**src/rtl/alu_pkg.sv**
```systemverilog
// Shared ALU definitions: datapath width, the operation codes driven by the ALU
// controller, and the execute-stage FSM states.
package alu_pkg;

    localparam int XLEN = 32;

    typedef enum logic [3:0] {
        OP_AND  = 4'b0000,
        OP_OR   = 4'b0001,
        OP_ADD  = 4'b0010,
        OP_XOR  = 4'b0011,
        OP_SLL  = 4'b0100,
        OP_SRL  = 4'b0101,
        OP_SUB  = 4'b0110,
        OP_SRA  = 4'b0111,
        OP_EQ   = 4'b1000,
        OP_NE   = 4'b1001,
        OP_GE   = 4'b1010,
        OP_LT   = 4'b1011,
        OP_SLT  = 4'b1100,
        OP_ADDI = 4'b1101,
        OP_SLTI = 4'b1110,
        OP_RSVD = 4'b1111
    } alu_op_t;

    typedef enum logic [1:0] {
        ST_IDLE  = 2'd0,
        ST_SHIFT = 2'd1,
        ST_DONE  = 2'd2
    } ex_state_t;

    function automatic logic op_is_shift(input alu_op_t op);
        return (op == OP_SLL) || (op == OP_SRL) || (op == OP_SRA);
    endfunction

endpackage

```
**src/rtl/alu_shift_iter.sv**
```systemverilog
// Iterative shifter: moves the operand at most SHIFT_STEP bits per cycle.
// done/result are valid in the cycle whose edge performs the final step.
module alu_shift_iter #(
    parameter int XLEN       = alu_pkg::XLEN,
    parameter int SHIFT_STEP = 8
) (
    input  logic                    clk,
    input  logic                    reset,
    input  logic                    kill,
    input  logic                    start,
    input  logic                    dir,
    input  logic                    arith,
    input  logic [XLEN-1:0]         data,
    input  logic [$clog2(XLEN)-1:0] shamt,
    output logic                    busy,
    output logic                    done,
    output logic [XLEN-1:0]         result
);

    localparam int           SHW  = $clog2(XLEN);
    localparam logic [SHW:0] STEP = (SHW + 1)'(SHIFT_STEP);

    logic [XLEN-1:0] r_data;
    logic [SHW:0]    r_rem;
    logic            r_busy;
    logic            r_dir;
    logic            r_arith;

    logic [SHW:0]    w_step;
    logic [XLEN-1:0] w_next;

    // Arithmetic right shifts keep bit XLEN-1 untouched, so every step refills
    // with the original sign bit.
    always_comb begin
        w_step = (r_rem > STEP) ? STEP : r_rem;
        if (!r_dir) begin
            w_next = r_data << w_step;
        end else if (r_arith) begin
            w_next = $unsigned($signed(r_data) >>> w_step);
        end else begin
            w_next = r_data >> w_step;
        end
    end

    always_ff @(posedge clk) begin
        if (reset || kill) begin
            r_data  <= '0;
            r_rem   <= '0;
            r_busy  <= 1'b0;
            r_dir   <= 1'b0;
            r_arith <= 1'b0;
        end else if (start) begin
            r_data  <= data;
            r_rem   <= {1'b0, shamt};
            r_busy  <= (shamt != '0);
            r_dir   <= dir;
            r_arith <= arith;
        end else if (r_busy) begin
            r_data <= w_next;
            r_rem  <= r_rem - w_step;
            if (r_rem <= STEP) begin
                r_busy <= 1'b0;
            end
        end
    end

    assign busy   = r_busy;
    assign done   = r_busy && (r_rem <= STEP);
    assign result = w_next;

endmodule

```
**src/rtl/alu_exec_stage.sv**
```systemverilog
// Execute-stage ALU with valid/ready on both sides. Single-cycle ops complete in
// one cycle; shifts are delegated to the iterative shifter.
module alu_exec_stage #(
    parameter int XLEN       = alu_pkg::XLEN,
    parameter int SHIFT_STEP = 8
) (
    input  logic                clk,
    input  logic                reset,
    input  logic                flush,
    input  logic                in_valid,
    output logic                in_ready,
    input  logic [3:0]          operation,
    input  logic [XLEN-1:0]     src_a,
    input  logic [XLEN-1:0]     src_b,
    output logic                out_valid,
    input  logic                out_ready,
    output logic [XLEN-1:0]     alu_result,
    output logic                br_taken,
    output alu_pkg::ex_state_t  o_dbg_state
);

    import alu_pkg::*;

    localparam int SHW = $clog2(XLEN);

    // Handshake: a transfer happens on a rising edge where valid && ready are
    // both high; a valid offer is held stable until it is taken, and the
    // producer never waits on ready before raising valid.

    ex_state_t       r_state;
    logic            r_out_valid;
    logic [XLEN-1:0] r_alu_result;
    logic            r_br_taken;

    alu_op_t         w_op;
    logic [SHW-1:0]  w_shamt;
    logic            w_in_ready;
    logic            w_accept;
    logic            w_is_shift;
    logic            w_shift_start;
    logic [XLEN-1:0] w_sum;
    logic [XLEN-1:0] w_diff;
    logic            w_lt;
    logic            w_eq;
    logic [XLEN-1:0] w_res;
    logic            w_br;
    logic            w_sh_busy;
    logic            w_sh_done;
    logic [XLEN-1:0] w_sh_result;

    assign w_op          = alu_op_t'(operation);
    assign w_shamt       = src_b[SHW-1:0];
    assign w_is_shift    = op_is_shift(w_op);
    assign w_in_ready    = !w_sh_busy &&
                           ((r_state == ST_IDLE) || ((r_state == ST_DONE) && out_ready));
    assign w_accept      = in_valid && w_in_ready && !flush;
    assign w_shift_start = w_accept && w_is_shift && (w_shamt != '0);

    assign w_sum  = src_a + src_b;
    assign w_diff = src_a - src_b;
    assign w_lt   = $signed(src_a) < $signed(src_b);
    assign w_eq   = (src_a == src_b);

    // Shift ops reaching this path have shamt == 0, so they pass src_a through.
    always_comb begin
        w_res = '0;
        w_br  = 1'b0;
        case (w_op)
            OP_AND:           w_res = src_a & src_b;
            OP_OR:            w_res = src_a | src_b;
            OP_ADD, OP_ADDI:  w_res = w_sum;
            OP_XOR:           w_res = src_a ^ src_b;
            OP_SUB:           w_res = w_diff;
            OP_SLL, OP_SRL,
            OP_SRA:           w_res = src_a;
            OP_EQ:            w_br  = w_eq;
            OP_NE:            w_br  = !w_eq;
            OP_GE:            w_br  = !w_lt;
            OP_LT:            w_br  = w_lt;
            OP_SLT, OP_SLTI:  w_res = {{(XLEN-1){1'b0}}, w_lt};
            default:          w_res = '0;
        endcase
        if (w_op inside {OP_EQ, OP_NE, OP_GE, OP_LT}) begin
            w_res = {{(XLEN-1){1'b0}}, w_br};
        end
    end

    alu_shift_iter #(
        .XLEN       (XLEN),
        .SHIFT_STEP (SHIFT_STEP)
    ) u_shift (
        .clk    (clk),
        .reset  (reset),
        .kill   (flush),
        .start  (w_shift_start),
        .dir    (w_op != OP_SLL),
        .arith  (w_op == OP_SRA),
        .data   (src_a),
        .shamt  (w_shamt),
        .busy   (w_sh_busy),
        .done   (w_sh_done),
        .result (w_sh_result)
    );

    always_ff @(posedge clk) begin
        if (reset || flush) begin
            r_state      <= ST_IDLE;
            r_out_valid  <= 1'b0;
            r_alu_result <= '0;
            r_br_taken   <= 1'b0;
        end else begin
            case (r_state)
                ST_IDLE, ST_DONE: begin
                    if (w_accept) begin
                        if (w_shift_start) begin
                            r_state     <= ST_SHIFT;
                            r_out_valid <= 1'b0;
                        end else begin
                            r_state      <= ST_DONE;
                            r_out_valid  <= 1'b1;
                            r_alu_result <= w_res;
                            r_br_taken   <= w_br;
                        end
                    end else if ((r_state == ST_DONE) && out_ready) begin
                        r_state     <= ST_IDLE;
                        r_out_valid <= 1'b0;
                    end
                end
                ST_SHIFT: begin
                    if (w_sh_done) begin
                        r_state      <= ST_DONE;
                        r_out_valid  <= 1'b1;
                        r_alu_result <= w_sh_result;
                        r_br_taken   <= 1'b0;
                    end
                end
                default: begin
                    r_state     <= ST_IDLE;
                    r_out_valid <= 1'b0;
                end
            endcase
        end
    end

    assign in_ready    = w_in_ready;
    assign out_valid   = r_out_valid;
    assign alu_result  = r_alu_result;
    assign br_taken    = r_br_taken;
    assign o_dbg_state = r_state;

endmodule

```
**config.mk**
```make
export PLATFORM = sky130hd
export DESIGN_NAME = alu_exec_stage
export DESIGN_NICKNAME = d
export VERILOG_FILES = /design/src/rtl/alu_pkg.sv /design/src/rtl/alu_shift_iter.sv /design/src/rtl/alu_exec_stage.sv
export SDC_FILE = /design/constraint.sdc
export NUM_CORES = 1
export LEC_CHECK = 0
export ABC_AREA = 1
export ABC_CLOCK_PERIOD_IN_PS = 3050
export CORE_MARGIN = 2
export CORE_UTILIZATION = 55
export DETAILED_ROUTE_END_ITERATION = 16
export PLACE_DENSITY = 0.76
export SLEW_MARGIN = 5
export SYNTH_ARGS = -nofsm -noshare
export SYNTH_HDL_FRONTEND = slang
export SYNTH_SLANG_ARGS = --single-unit
```
**constraint.sdc**
```tcl
create_clock -name clk -period 3.05 [get_ports clk]
set_input_delay 0.61 -clock clk [delete_from_list [all_inputs] [get_ports clk]]
set_output_delay 0.61 -clock clk [all_outputs]
set_load 0.01 [all_outputs]
```
==> results of run 1 <==
[cell usage in the layout, fill, tap and decap left out, types with 4 or more instances in the layout]
| cell type | instances |
|---|---|
| a211oi_1 | 22 |
| a21oi_1 | 149 |
| a21oi_2 | 12 |
| a221oi_1 | 4 |
| a22oi_1 | 4 |
| a31oi_1 | 22 |
| buf_12 | 10 |
| buf_4 | 344 |
| clkbuf_16 | 9 |
| clkdlybuf4s50_1 | 103 |
| dfxtp_1 | 76 |
| dlymetal6s2s_1 | 5 |
| ha_1 | 99 |
| ha_2 | 7 |
| inv_1 | 248 |
| nand2_1 | 668 |
| nand2_2 | 12 |
| nand3_1 | 249 |
| nand3b_1 | 5 |
| nand4_1 | 23 |
| nor2_1 | 211 |
| nor2_2 | 12 |
| nor3_1 | 12 |
| o211ai_1 | 21 |
| o21a_1 | 6 |
| o21ai_0 | 123 |
| o21ai_1 | 56 |
| o21bai_1 | 11 |
| o22ai_1 | 42 |
| or2_2 | 4 |
[worst register-to-register path, delay by kind of cell, from the launching register on]
kind	cells	cell delay, ns
AO/OA/AOI/OAI	2	0.22
buffers and inverters	3	0.42
flip-flops	1	0.37
AND/OR/NAND/NOR	11	1.72
[stage by stage]
| stage | setup WS, ns | total power [mW] | area, µm² |
|---|---|---|---|
| CTS | 0.0115 | 4.18 | 16200 |
| global placement | -0.349 | 2.97 | 15900 |
| detailed placement | -0.391 | 3.00 | 15900 |
| global route | -0.0819 | 4.48 | 16400 |
| finish | 0.105 | 4.31 | 16400 |
| floorplan | 0.570 | 1.98 | 12200 |
[sequential cells by signal, indices dropped and copies added, names as in the netlist]
register	flops
alu_result	32
br_taken	1
o_dbg_state	1
out_valid	1
u_shift.busy	1
u_shift.r_arith	1
u_shift.r_data	32
u_shift.r_dir	1
u_shift.r_rem	6
[timing repair]
item                       4_1_cts  5_1_grt
setup endpoints to repair        5       31
pin swaps                        0        7
gates resized for setup          3       54
hold buffers                     0        0
[synthesized netlist by cell type, types with 5 or more instances]
| cell | number | share of area, % |
|---|---|---|
| dfxtp_1 | 76 | 12 |
| nand4_1 | 23 | 1.2 |
| clkbuf_1 | 74 | 2.3 |
| a21oi_1 | 161 | 6.6 |
| buf_2 | 21 | 0.86 |
| nor2_1 | 221 | 6.8 |
| a31oi_1 | 22 | 1.1 |
| o21ai_0 | 127 | 5.2 |
| buf_4 | 8 | 0.49 |
| a211oi_1 | 22 | 1.4 |
| nand3_1 | 249 | 10 |
| buf_1 | 8 | 0.25 |
| ha_1 | 109 | 11 |
| nand3b_1 | 5 | 0.31 |
| o21ai_1 | 52 | 2.1 |
| nand2_1 | 679 | 21 |
| o21a_1 | 6 | 0.37 |
| o21bai_1 | 12 | 0.74 |
| o211ai_1 | 21 | 1.3 |
| nor3_1 | 14 | 0.57 |
| o22ai_1 | 42 | 2.2 |
| inv_1 | 249 | 7.7 |
[cell families (layout without fill, tap and decap cells)]
logic type,after synthesis,after routing,synth area share (%)
AOI/OAI and AO/OA,486,486,22.4
xor gates and xnor gates,3,3,0.215
and+or+nand+nor,1209,1209,41.1
other,1,1,0.0307
adders and majority gates,111,111,11.5
muxes,2,2,0.164
DFF,76,76,12.5
buffers and inverters,370,733,12.1
[power by group]
part | switching (mW) | internal, mW
clock network | 0.484 | 0.715
registers | 0.0189 | 1.01
logic | 1.19 | 0.892
[worst paths after layout]
path,start,to,slack [ns],cells after the start
hold reg to reg,alu_result[0]$_SDFFE_PP0P_,alu_result[0]$_SDFFE_PP0P_,0.49,2
hold / removal,alu_result[0]$_SDFFE_PP0P_,alu_result[0]$_SDFFE_PP0P_,0.49,2
setup / recovery,src_b[0],alu_result[10]$_SDFFE_PP0P_,0.10,16
setup reg to reg,u_shift.r_rem[4]$_SDFFE_PP0P_,alu_result[23]$_SDFFE_PP0P_,0.30,16
[area by class of cell]
class	count	area [µm²]	share of cell area [%]
sequential	76	1520	9.28
clock inverter	6	90.1	0.549
clock buffer	9	225	1.37
inverter	255	961	5.86
multi-input combinational	1812	9370	57.1
tap	280	350	2.14
timing repair buffer	463	3880	23.7
[layer usage]
layer / vias to the layer above / GRT usage [%]
met5: - / 0
met4: 0 / 26.6
met3: 290 / 8.53
met2: 1259 / 75.9
met1: 7907 / 57.9
li1: 8163 / -
==> impl_metrics.yaml, run 1 <==
synth:
  yosysSeqAreaShare_pct: 12.5
  syn_area_per_cell_um2: 5.40
  synthFlopType: "dfxtp_1"
  synth_edf_count: 0
  syn_inst: 2258
  syn-cell-area_um2: 12200
  ys_ff_latch: 76
  yosysWarningCount: 0
  synth_nets: 2442
  ys_types: 50
  async_flop_share_pct: 0
floorplanning:
  die_height_um: 153
  dieArea_um2: 23400
  die_x_um: 153
  start_util_pct: 55.9
  rows: 54
  core_area_um2: 21800
  ios: 110
global_route:
  grtUsageTotal_pct: 46.6
  antenna_found_initial: 1
  grt_max_degree: 60
  first_global_vias: 16700
  grt-ovfl-total: 0
  grt_pass1_wl_um: 87500
drt:
  drc_errors: 0
  via_per_inst: 6.07
  met2_length_um: 24700
  drt_iter0_markers: 2264
  dr_wl_met3_um: 6960
  firstDrtPassIters: 8
  top_layer: "met4"
  vias: 17600
  drtAntennaViolNets: 0
  drt-met1-wl_um: 20800
  wl_per_cell_um: 19.5
  routed_wl_um: 56600
worst_setup_path:
  critical-path-max-stage-delay_ns: 0.51
  crit_chain: "clkdlybuf4s50_1, ha_2, inv_1, fa_1, inv_1, nand3_1, nand2_2, nand2_1, o211ai_1, nand2_1, nand2_1, nand2_1, nand3_1, nand3_1, a21oi_2, a21oi_1"
  path_class: "in2reg"
  cp-start-kind: "input port"
  cp.required_ns: 3.26
  worstPathArrival_ns: 3.15
  critPathTopFamily: "simple AND/OR/NAND/NOR gates"
  crit_path_top_delay_cell: "clkdlybuf4s50_1"
  crit_top_cell: "nand2_1"
  crit_path_end_kind: "register"
  crit_path_max_fanout: 5
  path_buf_inv: 3
cells_and_area:
  stdcell_count: 2901
  antenna_cells: 0
  drive_above_1_share_pct: 16.5
  nets: 2801
  syn_to_final_growth_pct: 34.5
  fillers: 1852
  utilization_pct: 75.1
status:
  outcome: "finished clean"
run:
  max-cap-violations: 0
clocking:
  cts_buffer_depth: 2
  cts_num_sinks: 76
  cts_made_buffers: 9
  cts_root_buf: "clkbuf_16"
  postCtsSetupBuffers: 0
  htree_levels: 3
  clk_pin_slew_worst_paths_ns: 0.07
  cts_tree: "built"
  clock_latency_ns: 0.35
timing:
  rsz0062_at_grt: "yes"
  fmax_ghz: 0.340
  min_period_over_period_pct: 96.6
  whs_ns: 0.488
  finalSetupTns_ns: 0
  finalCriticalPeriod_ns: 2.95
  setup_viol: 0
  slew_headroom_pct: 14.0
  drv_slew: 0
  tightest_slew_ns: 1.29
  fin_skew_ns: 0.0194
  hold_violations: 0
placed_design:
  gp_congestion: 1.09
  dp_hpwl_um: 45200
  dp_cells: 2886
  numPortBuffers: 109
pwr:
  power.leakage_nw: 8.17
  ir_drop_mv: 0.289
  p_per_area_nw_per_um2: 263
worst_hold_path:
  hp-class: "reg2reg"
Note: power is estimated with default switching activity, not from simulation.
==> run 2, diff against run 1 <==
--- a/config.mk
+++ b/config.mk
@@ -11,6 +11,7 @@
 export CORE_UTILIZATION = 55
 export DETAILED_ROUTE_END_ITERATION = 16
 export PLACE_DENSITY = 0.76
+export SETUP_SLACK_MARGIN = 0.05
 export SLEW_MARGIN = 5
 export SYNTH_ARGS = -nofsm -noshare
 export SYNTH_HDL_FRONTEND = slang
==> run 2 against run 1 <==
Net effect: via count grew 0.56%; die area is the same; non-clock buffer count grew 1; critical path type unchanged; critical endpoint is now alu_result[26]$_SDFFE_PP0P_.
==> impl_metrics.yaml, run 2 (synthesized netlist as in run 1, its figures left out) <==
worst_hold_path:
  hp-class: "reg2reg"
cells_and_area:
  most-common-layout-cells: "nand2_1, buf_4, nand3_1"
  antenna_cells: 0
  final_common_cell: "nand2_1"
  fillers: 1823
  nets: 2802
  utilization_pct: 75.5
  syn_to_final_growth_pct: 35.1
  drive_above_1_share_pct: 16.9
drt:
  via_per_inst: 6.11
  drc_errors: 0
  vias: 17700
  wl_per_cell_um: 19.5
  firstDrtPassIters: 9
  drt_iter0_markers: 2325
  drtAntennaViolNets: 0
  routed_wl_um: 56600
global_route:
  grtUsageTotal_pct: 46.5
  grt_pass1_wl_um: 87400
  antenna_found_initial: 2
  first_global_vias: 16700
  grt_max_degree: 60
  grt-ovfl-total: 0
clocking:
  cts_num_sinks: 76
  clock_latency_ns: 0.35
  cts_hold_buf: 0
  cts_made_buffers: 9
  clk_pin_slew_worst_paths_ns: 0.07
  htree_levels: 3
  cts_tree: "built"
  cts_buffer_depth: 2
  cts_root_buf: "clkbuf_16"
timing:
  whs_ns: 0.482
  drv_slew: 0
  finalSetupTns_ns: 0
  tightest_slew_ns: 1.24
  setup_viol: 0
  min_period_over_period_pct: 96.6
  slew_headroom_pct: 17.2
  fin_skew_ns: 0.0213
  finalCriticalPeriod_ns: 2.94
  layout_setup_ws_ns: 0.105
  fmax_ghz: 0.340
  hold_violations: 0
  rsz0062_at_grt: "yes"
floorplanning:
  core_area_um2: 21800
  die_height_um: 153
  ios: 110
  dieArea_um2: 23400
  start_util_pct: 55.9
  rows: 54
  die_x_um: 153
worst_setup_path:
  crit_path_max_fanout: 5
  path_class: "in2reg"
  crit_path_end_kind: "register"
  cp-start-kind: "input port"
  crit_top_cell: "nand2_1"
  crit_chain: "clkdlybuf4s50_1, buf_4, ha_1, buf_4, a21oi_1, nand2_2, nand2_1, o211ai_1, nand2_1, nand2_1, nand2_1, nand3_1, nand2_1, nand3_1, nand3_1, nand2_1, a21oi_1"
  worstPathArrival_ns: 3.23
  cp.required_ns: 3.33
  crit_path_top_delay_cell: "clkdlybuf4s50_1"
  critical-path-max-stage-delay_ns: 0.44
placed_design:
  dp_hpwl_um: 45200
  numPortBuffers: 109
  place_ws_ns: -0.391
  gp_congestion: 1.09
pwr:
  fin_total_pwr_mw: 4.34
  p_per_area_nw_per_um2: 263
  power.leakage_nw: 8.16
  ir_drop_mv: 0.289
status:
  outcome: "finished clean"
run:
  max-cap-violations: 0
[run 2: metrics by stage]
| stage | cells | area, µm² |
|---|---|---|
| after floorplan | 2258 | 12200 |
| after global placement | 2886 | 15900 |
| after detailed placement | 2886 | 15900 |
| after CTS | 2901 | 16200 |
| after global routing | 2902 | 16500 |
| final | 2902 | 16500 |
[run 2: layout make-up]
cell class,count,area (µm²),area share [%]
Clock buffer,9,225,1.37
Timing Repair Buffer,464,3880,23.6
Inverter,255,961,5.83
Tap cell,280,350,2.13
Clock inverter,6,90.1,0.547
Multi-Input combinational cell,1812,9450,57.3
Sequential cell,76,1520,9.23
[run 2: worst max-delay path, delay by kind of cell]
kind,cells,cell delay (ns)
AND/OR/NAND/NOR,10,1.01
adder cells (fa/ha/maj),1,0.22
AO/OA/AOI/OAI,3,0.64
buffers and inverters,3,0.75
[run 2: path summary, 6_finish.rpt]
path | start | endpoint | slack (ns) | cells after the start
worst max-delay path | src_a[2] | alu_result[26]$_SDFFE_PP0P_ | 0.11 | 17
worst max register to register | u_shift.r_rem[4]$_SDFFE_PP0P_ | alu_result[23]$_SDFFE_PP0P_ | 0.30 | 16
worst min-delay path | alu_result[0]$_SDFFE_PP0P_ | alu_result[0]$_SDFFE_PP0P_ | 0.48 | 2
worst min register to register | alu_result[0]$_SDFFE_PP0P_ | alu_result[0]$_SDFFE_PP0P_ | 0.48 | 2
[run 2: where the power goes]
group / leakage, nW / internal [mW] / switching (mW)
combinational: 7.39 / 0.902 / 1.20
sequential: 0.615 / 1.01 / 0.0189
clock: 0.151 / 0.715 / 0.489
[run 2: timing repair]
action | CTS | global route
resized for setup | 9 | 64
buffers inserted | 0 | 1
pin swaps | 0 | 9
endpoints found under the setup margin | 10 | 28
[run 2: routing by layer]
| layer | share of wire [%] | up-vias | GRT usage, % | wire length (µm) |
|---|---|---|---|---|
| li1 | - | 8168 | - | - |
| met1 | 37 | 7955 | 57.5 | 20900 |
| met2 | 44 | 1303 | 75.6 | 25000 |
| met3 | 12 | 292 | 8.79 | 6750 |
| met4 | 7.1 | 0 | 26.9 | 4000 |
| met5 | 0 | - | 0 | 0 |
